$ cat src/rtl/writeback_stage.sv
// RV32I write-back stage: register-file write port, one-cycle forwarding register,
// and retired-instruction / retired-load counters.
module writeback_stage #(
    parameter int          CNT_W   = 32,
    parameter int unsigned CNT_SAT = 0
) (
    input  logic             clk,
    input  logic             rst,
    input  logic             MEM_WB_valid,
    input  logic [4:0]       MEM_WB_RD,
    input  logic             MEM_WB_regwrite_en,
    input  logic             MEM_WB_wb_sel,
    input  logic [31:0]      MEM_WB_ALU_OUT,
    input  logic [31:0]      MEM_WB_LOAD_ALU_OUT,
    input  logic             cnt_clr,
    output logic             WB_ID_regwrite,
    output logic [31:0]      WB_ID_WD,
    output logic [4:0]       WB_ID_RDW_addr,
    output logic             WB_FWD_valid,
    output logic [4:0]       WB_FWD_RD,
    output logic [31:0]      WB_FWD_data,
    output logic [CNT_W-1:0] retired_count,
    output logic [CNT_W-1:0] load_count
);

    localparam logic [CNT_W-1:0] CNT_ONE  = {{(CNT_W-1){1'b0}}, 1'b1};
    localparam logic [CNT_W-1:0] CNT_ZERO = {CNT_W{1'b0}};

    logic regwrite_s;
    logic retire_inc_s;
    logic load_inc_s;

    // Next counter value honouring the wrap/saturate overflow mode.
    function automatic logic [CNT_W-1:0] cnt_next(input logic [CNT_W-1:0] cnt);
        logic [CNT_W-1:0] nxt;
        if ((CNT_SAT != 0) && (&cnt)) begin
            nxt = cnt;
        end else begin
            nxt = cnt + CNT_ONE;
        end
        return nxt;
    endfunction

    // Write-enable qualification: bubbles, x0 targets and reset suppress the write.
    always_comb begin
        regwrite_s = 1'b0;
        if (rst) begin
            regwrite_s = 1'b0;
        end else if (MEM_WB_valid && MEM_WB_regwrite_en && (MEM_WB_RD != 5'd0)) begin
            regwrite_s = 1'b1;
        end else begin
            regwrite_s = 1'b0;
        end
    end

    // Counter increment conditions; the destination register plays no part.
    always_comb begin
        retire_inc_s = MEM_WB_valid;
        load_inc_s   = MEM_WB_valid & MEM_WB_regwrite_en & MEM_WB_wb_sel;
    end

    // Zero-latency register-file write port.
    always_comb begin
        WB_ID_regwrite = regwrite_s;
        WB_ID_RDW_addr = MEM_WB_RD;
        if (MEM_WB_wb_sel) begin
            WB_ID_WD = MEM_WB_LOAD_ALU_OUT;
        end else begin
            WB_ID_WD = MEM_WB_ALU_OUT;
        end
    end

    // Forwarding register: valid tracks every edge, payload only loads on a real write.
    always_ff @(posedge clk or posedge rst) begin
        if (rst) begin
            WB_FWD_valid <= 1'b0;
            WB_FWD_RD    <= 5'd0;
            WB_FWD_data  <= 32'd0;
        end else begin
            WB_FWD_valid <= regwrite_s;
            if (regwrite_s) begin
                WB_FWD_RD   <= WB_ID_RDW_addr;
                WB_FWD_data <= WB_ID_WD;
            end else begin
                WB_FWD_RD   <= WB_FWD_RD;
                WB_FWD_data <= WB_FWD_data;
            end
        end
    end

    // Retire counters; a clear wins over a same-edge increment.
    always_ff @(posedge clk or posedge rst) begin
        if (rst) begin
            retired_count <= CNT_ZERO;
            load_count    <= CNT_ZERO;
        end else if (cnt_clr) begin
            retired_count <= CNT_ZERO;
            load_count    <= CNT_ZERO;
        end else begin
            if (retire_inc_s) begin
                retired_count <= cnt_next(retired_count);
            end else begin
                retired_count <= retired_count;
            end
            if (load_inc_s) begin
                load_count <= cnt_next(load_count);
            end else begin
                load_count <= load_count;
            end
        end
    end

endmodule
$ cat config.mk
export PLATFORM = sky130hd
export DESIGN_NAME = writeback_stage
export DESIGN_NICKNAME = d
export VERILOG_FILES = /design/src/rtl/writeback_stage.sv
export SDC_FILE = /design/constraint.sdc
export NUM_CORES = 1
export LEC_CHECK = 0
export ABC_AREA = 1
export BUFFER_PORTS_ARGS = -buffer_cell sky130_fd_sc_hd__buf_2
export CAP_MARGIN = 10
export CORE_MARGIN = 5
export CORE_UTILIZATION = 50
export DETAILED_ROUTE_END_ITERATION = 16
export HOLD_SLACK_MARGIN = 0.05
export PLACE_DENSITY = 0.81
export RECOVER_POWER = 100
export SLEW_MARGIN = 20
export SYNTH_ARGS = -nofsm -noshare
export SYNTH_HDL_FRONTEND = slang
export SYNTH_SLANG_ARGS = --single-unit
$ cat constraint.sdc
create_clock -name clk -period 3.7 [get_ports clk]
set_clock_uncertainty 0.1 [all_clocks]
set_input_delay 0.37 -clock clk [delete_from_list [all_inputs] [get_ports clk]]
set_output_delay 0.37 -clock clk [all_outputs]
set_load 0.01 [all_outputs]
==> results.json, run 1 <==
{
  "multi_input_area_sq_mm": 0.002658,
  "synth_top_family_by_area": "simple AND/OR/NAND/NOR gates",
  "grtUsageTotal_pct": 23.71,
  "synth_compound_area_share_pct": 6.329,
  "yosysWarnings": 0,
  "fin_setup_tns_ns": 0,
  "die_w_um": 116.5,
  "max_freq_mhz": 356.6,
  "dp_slack_ns": 1.302,
  "cts_tree": "yes",
  "setup_slack_ns": 0.8959,
  "synth_simple_gate_area_share_pct": 41.54,
  "area_growth_pct": 20.90,
  "leakagePower_nw": 3.331,
  "cts_inserted_buffers": 9,
  "hold_ws_ns": 0.1852,
  "post-cts-setup-buffers": 0,
  "cts_max_path_buffers": 2,
  "syn_area_sq_mm": 0.005674,
  "drtAntennaViolNets": 0,
  "initial_core_util_pct": 50.34,
  "ys_seq_elements": 102,
  "period_needed_ns": 2.804,
  "vias": 5837,
  "synth-adder-area-share_pct": 0.4410,
  "power_density_mw_per_mm2": 389.1,
  "wl_per_cell_um": 13.94,
  "layout-drive-gt1-share_pct": 11.21,
  "synth_nets": 887,
  "final_core_utilization_pct": 60.86,
  "synth.avg_cell_area_sq_um": 7.005,
  "synth-seq-area-share_pct": 44.98,
  "antenna_found_initial": 0,
  "outcome": "finished, violations left",
  "avgViaCountPerCell": 5.032,
  "clock-sinks": 102,
  "grt_max_degree": 71,
  "finalWirelength_um": 16170,
  "final_cells": 1160,
  "rsz0062_at_grt": "no",
  "synth_cell_types": 30,
  "worstHoldPathType": "in -> reg",
  "drt_first_pass_iters": 5,
  "relSlewSlack_pct": -73.88,
  "htreeDepth": 3,
  "cp-end-kind": "output pin",
  "seq_area_sq_mm": 0.002552,
  "worst_skew_pair.late_latency_ns": 0.34,
  "violations": "capacitance limit, slew limit",
  "max-cap-violations": 1,
  "die_h_um": 116.5,
  "core_area_sq_mm": 0.01127,
  "slew_viol_final": 71,
  "fillers": 1155,
  "netlist_instances": 810,
  "synth_xor_area_share_pct": 0.1544,
  "drt_iter0_drc": 438,
  "gp_congestion": 0.9044,
  "clk_pin_slew_ns": 0.07,
  "antenna_cells": 0,
  "crit_required_ns": 3.23,
  "io_pins": 215,
  "worstPathArrival_ns": 2.33,
  "finalSetupViolCount": 0,
  "cts_resized": 0,
  "drcViolationCount": 0,
  "die-area_sq_mm": 0.01358,
  "nNetsFinal": 1090,
  "port_buffers": 214,
  "crit_path_max_fanout": 40,
  "grt_pass1_wl_um": 25740,
  "final-hold-violation-count": 0,
  "cts_hold_buf": 0,
  "numPlacedInstances": 1145,
  "path_class": "in -> out",
  "peakVddDrop_uv": 200.7,
  "start_kind": "primary input",
  "num_rows": 39,
  "cts-root-buf": "clkbuf_16",
  "tightest_slew_ns": 2.605,
  "post-route-period-util_pct": 75.79,
  "synth.area.mux_share_pct": 0,
  "grt_pass1_vias": 5368,
  "grt_overflow": 0,
  "dp_hpwl_um": 12100
}
[registers in the layout, summed over array words and instances, names as in the netlist]
name           cells
WB_FWD_RD          5
WB_FWD_valid       1
load_count        32
WB_FWD_data       32
retired_count     32
[layout make-up]
class	instances	area share, %
clock buffer	11	3.538
clock inverter	4	1.386
inverter	57	3.137
multi-input combinational	625	38.74
sequential	102	37.21
tap	143	2.608
timing repair buffer	218	13.39
[cells in the mapped netlist]
cell type  instances  share of area [%]
nand2_4            1               0.20
xor2_1             1               0.15
ha_1               2               0.44
buf_6              2               0.40
inv_2              3               0.20
nand3_1           42                3.7
nand4_1            5               0.55
a21oi_2            1               0.15
a21oi_1           45                4.0
a211oi_1           1               0.13
dfrtp_1          102                 45
nand2_2            1               0.11
o21ai_1            2               0.18
nor2_4             9                1.8
nand2_8            1               0.35
nand3_4            2               0.62
nor2_2            13                1.4
nor2_8             1               0.35
buf_2              8               0.71
nand2_1          351                 23
o21ai_0           20                1.8
nor3_1             4               0.35
inv_1             53                3.5
nor2_1           114                7.5
nand3_2            6                1.1
o21bai_1           1               0.13
inv_6              1               0.15
buf_4              8                1.1
clkbuf_1           8               0.53
nor3b_1            2               0.26
[worst max-delay path, cell delays in order]
cell and delay (ns):
clkbuf_1 0.35, nand2_1 0.09, nor2_1 0.13, nand2_1 0.06
buf_4 0.25, inv_1 0.82, clkbuf_1 0.22
[final timing paths]
path,from,to,slack (ns),cells past startpoint
worst max-delay path,MEM_WB_valid,WB_ID_regwrite,0.90,7
worst min-delay path,MEM_WB_RD[4],WB_FWD_RD[4],0.19,3
worst max register to register,load_count[0],load_count[20],1.83,8
worst min register to register,WB_FWD_data[27],WB_FWD_data[27],0.38,2
max in group asynchronous,rst,load_count[18],1.16,2
min in group asynchronous,rst,WB_FWD_data[23],0.87,2
[report_power, final]
| group | total [mW] | switching [mW] | internal (mW) | leakage [nW] |
|---|---|---|---|---|
| Sequential | 1.23 | 0.0459 | 1.19 | 1.37 |
| Clock | 1.07 | 0.397 | 0.675 | 0.166 |
| Combinational | 0.363 | 0.241 | 0.122 | 1.79 |
| Total | 2.67 | 0.684 | 1.99 | 3.33 |
[logic make-up (layout without fill, tap and decap cells)]
kind of cell | count (synthesis) | in the layout
compound gates | 70 | 70
xor+xnor | 1 | 1
fa+ha+maj | 2 | 2
buf+inv | 83 | 290
flops | 102 | 102
simple gates | 552 | 552
[per-stage QoR]
step	instance area, sq um	power [mW]
2_1_floorplan	5674	1.461
3_3_place_gp	6804	1.645
3_5_place_dp	6804	1.652
4_1_cts	7142	2.735
5_1_grt	6860	2.784
6_report	6860	2.669
[metal layers]
layer | GRT usage [%] | routed length, um | vias up
met1 | 32.11 | 6964 | 2669
li1 | - | - | 2929
met4 | 6.575 | 244 | 0
met5 | 0 | 0 | -
met3 | 4.767 | 1130 | 29
met2 | 38.98 | 7833 | 210
[cells in the final DEF, fill, tap and decap left out]
| cell | netlist | layout |
|---|---|---|
| ha_1 | 2 | 2 |
| clkinv_2 | 0 | 1 |
| o21ai_0 | 20 | 21 |
| nand2_1 | 351 | 353 |
| inv_2 | 3 | 1 |
| clkbuf_16 | 0 | 9 |
| nand4_1 | 5 | 5 |
| nand2_2 | 1 | 1 |
| xor2_1 | 1 | 1 |
| clkbuf_1 | 8 | 145 |
| clkbuf_8 | 0 | 1 |
| dfrtp_1 | 102 | 102 |
| o21bai_1 | 1 | 1 |
| clkinvlp_2 | 0 | 1 |
| a21oi_1 | 45 | 45 |
| nand3_1 | 42 | 45 |
| o21ai_1 | 2 | 1 |
| nor2_2 | 13 | 10 |
| nor3b_1 | 2 | 2 |
| inv_1 | 53 | 55 |
| nor3_1 | 4 | 4 |
| nor2_1 | 114 | 120 |
| buf_2 | 8 | 71 |
| a21oi_2 | 1 | 1 |
| nand3_2 | 6 | 5 |
| nor2_4 | 9 | 7 |
| bufinv_16 | 0 | 3 |
| buf_4 | 8 | 3 |
| a211oi_1 | 1 | 1 |
Note: power is estimated with default switching activity, not from simulation.
==> run 2: changes to the inputs <==
==> constraint.sdc (replaced) <==
create_clock -name clk -period 2.7 [get_ports clk]
set_clock_uncertainty 0.1 [all_clocks]
set_input_delay 0.27 -clock clk [delete_from_list [all_inputs] [get_ports clk]]
set_output_delay 0.27 -clock clk [all_outputs]
set_load 0.01 [all_outputs]
==> run 2 against run 1 <==
  * The run still ends with capacitance limit, slew limit left
  * Via count is 0.17% higher
  * Design area up 1.9%
  * Die area stayed put
  * Critical path type is now in -> reg
  * Critical endpoint is now load_count[24]
  * Highest routed layer is now met5
==> results.json, run 2 (synthesis results as in run 1) <==
{
  "seqPwrFrac_pct": 47.6,
  "grt_overflow": 0,
  "worstHoldPathType": "in -> reg",
  "drtAntennaViolNets": 0,
  "final_area_sq_mm": 0.006992,
  "finalSetupViolCount": 0,
  "avgViaCountPerCell": 5.010,
  "core_area_sq_mm": 0.01127,
  "io_pins": 215,
  "hold_ws_ns": 0.09042,
  "final_cell_mix": "351 x nand2_1, 141 x clkbuf_1, 119 x nor2_1, 102 x dfrtp_1, 74 x buf_2",
  "numPlacedInstances": 1149,
  "start_kind": "primary input",
  "crit_required_ns": 2.83,
  "slew_viol_final": 32,
  "dp_slack_ns": 1.007,
  "cp_cell_sequence": "dlygate4sd3_1, clkbuf_1, inv_1, nand2_8, nand3_4, nor2_1, nand3_1, nand2_1, nor2_1",
  "area_growth_pct": 23.22,
  "final_cells": 1167,
  "crit_path_max_fanout": 23,
  "final-hold-violation-count": 0,
  "leakagePower_nw": 3.413,
  "dp_hpwl_um": 12240,
  "power.net_switching_mw": 0.9637,
  "grt_max_degree": 40,
  "drt_iter0_drc": 506,
  "power.total_mw": 3.543,
  "violations": "capacitance limit, slew limit",
  "layout_commonest_cell": "nand2_1",
  "fin_setup_tns_ns": 0,
  "grtUsageTotal_pct": 23.81,
  "die_w_um": 116.5,
  "post-route-period-util_pct": 79.87,
  "reg_top3": "WB_FWD_data: 32 flops, load_count: 32 flops, retired_count: 32 flops",
  "clk_pin_slew_ns": 0.07,
  "rsz0062_at_grt": "no",
  "clockPowerShare_pct": 37.9,
  "grt_pass1_wl_um": 25830,
  "cts_max_path_buffers": 2,
  "nNetsFinal": 1096,
  "fillers": 1116,
  "drt_first_pass_iters": 5,
  "max_freq_mhz": 463.7,
  "max-cap-violations": 1,
  "vias": 5847,
  "cts-root-buf": "clkbuf_16",
  "cp_slowest_stage_delay_ns": 0.52,
  "initial_core_util_pct": 50.34,
  "die_h_um": 116.5,
  "switching_share_pct": 27.20,
  "peakVddDrop_uv": 259.6,
  "tightest_slew_ns": 1.550,
  "die-area_sq_mm": 0.01358,
  "htreeDepth": 3,
  "period_needed_ns": 2.156,
  "clock-sinks": 102,
  "cp_common_cell": "nor2_1",
  "port_buffers": 214,
  "layout-drive-gt1-share_pct": 12.70,
  "wl_per_cell_um": 13.73,
  "internal_power_mw": 2.579,
  "final_core_utilization_pct": 62.03,
  "setup_slack_ns": 0.5436,
  "relSlewSlack_pct": -3.871,
  "finalWirelength_um": 16020,
  "gp_congestion": 0.9097,
  "num_rows": 39,
  "dpl-instance-area_sq_mm": 0.006860,
  "antenna_found_initial": 1,
  "path_class": "in -> reg",
  "worst_skew_pair.late_latency_ns": 0.34,
  "worstPathArrival_ns": 2.28,
  "outcome": "finished, violations left",
  "power_density_mw_per_mm2": 506.7,
  "drcViolationCount": 0,
  "pwr-share-comb_pct": 14.5,
  "antenna_cells": 0,
  "cts_tree": "yes",
  "cp-end-kind": "flip-flop",
  "cts_inserted_buffers": 9,
  "cp_slowest_cell": "dlygate4sd3_1",
  "grt_pass1_vias": 5377
}
-- run 2: timing repair --
action	CTS	global route
hold endpoints to repair	34	0
setup endpoints to repair	0	0
hold buffers	2	0
gates resized for setup	0	0
buffers inserted	0	0
-- run 2: worst max-delay path: cells and delay by family --
kind	cells	cell delay, ns
buffers and inverters	3	1.10
AND/OR/NAND/NOR	6	0.90
-- run 2: metal layers --
metal  vias to the layer above  wire (um)  GRT usage (%)
met3                        26       1064          3.679
met2                       215       7716          40.39
met4                         2        261          6.651
li1                       2945          -              -
met5                         -         13              0
met1                      2659       6964          31.84
-- run 2: area by class of cell --
class	instances	area, sq um	area share [%]
multi-input combinational	625	2733	39.08
sequential	102	2552	36.51
timing repair buffer	224	996.0	14.24
clock buffer	12	256.5	3.669
inverter	57	220.2	3.150
tap	143	178.9	2.559
clock inverter	4	55.05	0.7874
-- run 2: final timing paths --
check	start	to	slack [ns]	depth (start not counted)
min	MEM_WB_RD[3]	WB_FWD_RD[3]	0.09	3
max in group asynchronous	rst	retired_count[30]	0.93	4
min reg2reg	WB_FWD_data[24]	WB_FWD_data[24]	0.38	2
max	cnt_clr	load_count[24]	0.54	9
max reg2reg	load_count[0]	load_count[24]	0.86	8
min in group asynchronous	rst	WB_FWD_data[9]	0.78	3
-- run 2: power groups by stage --
| stage | Clock (mW) | Sequential [mW] | Combinational (mW) |
|---|---|---|---|
| final | 1.34 | 1.69 | 0.515 |
| after global routing | 1.43 | 1.70 | 0.582 |
| after CTS | 1.37 | 1.68 | 0.565 |
| after detailed placement | 0 | 1.71 | 0.563 |
| after global placement | 0 | 1.70 | 0.554 |
| after floorplan | 0 | 1.76 | 0.244 |
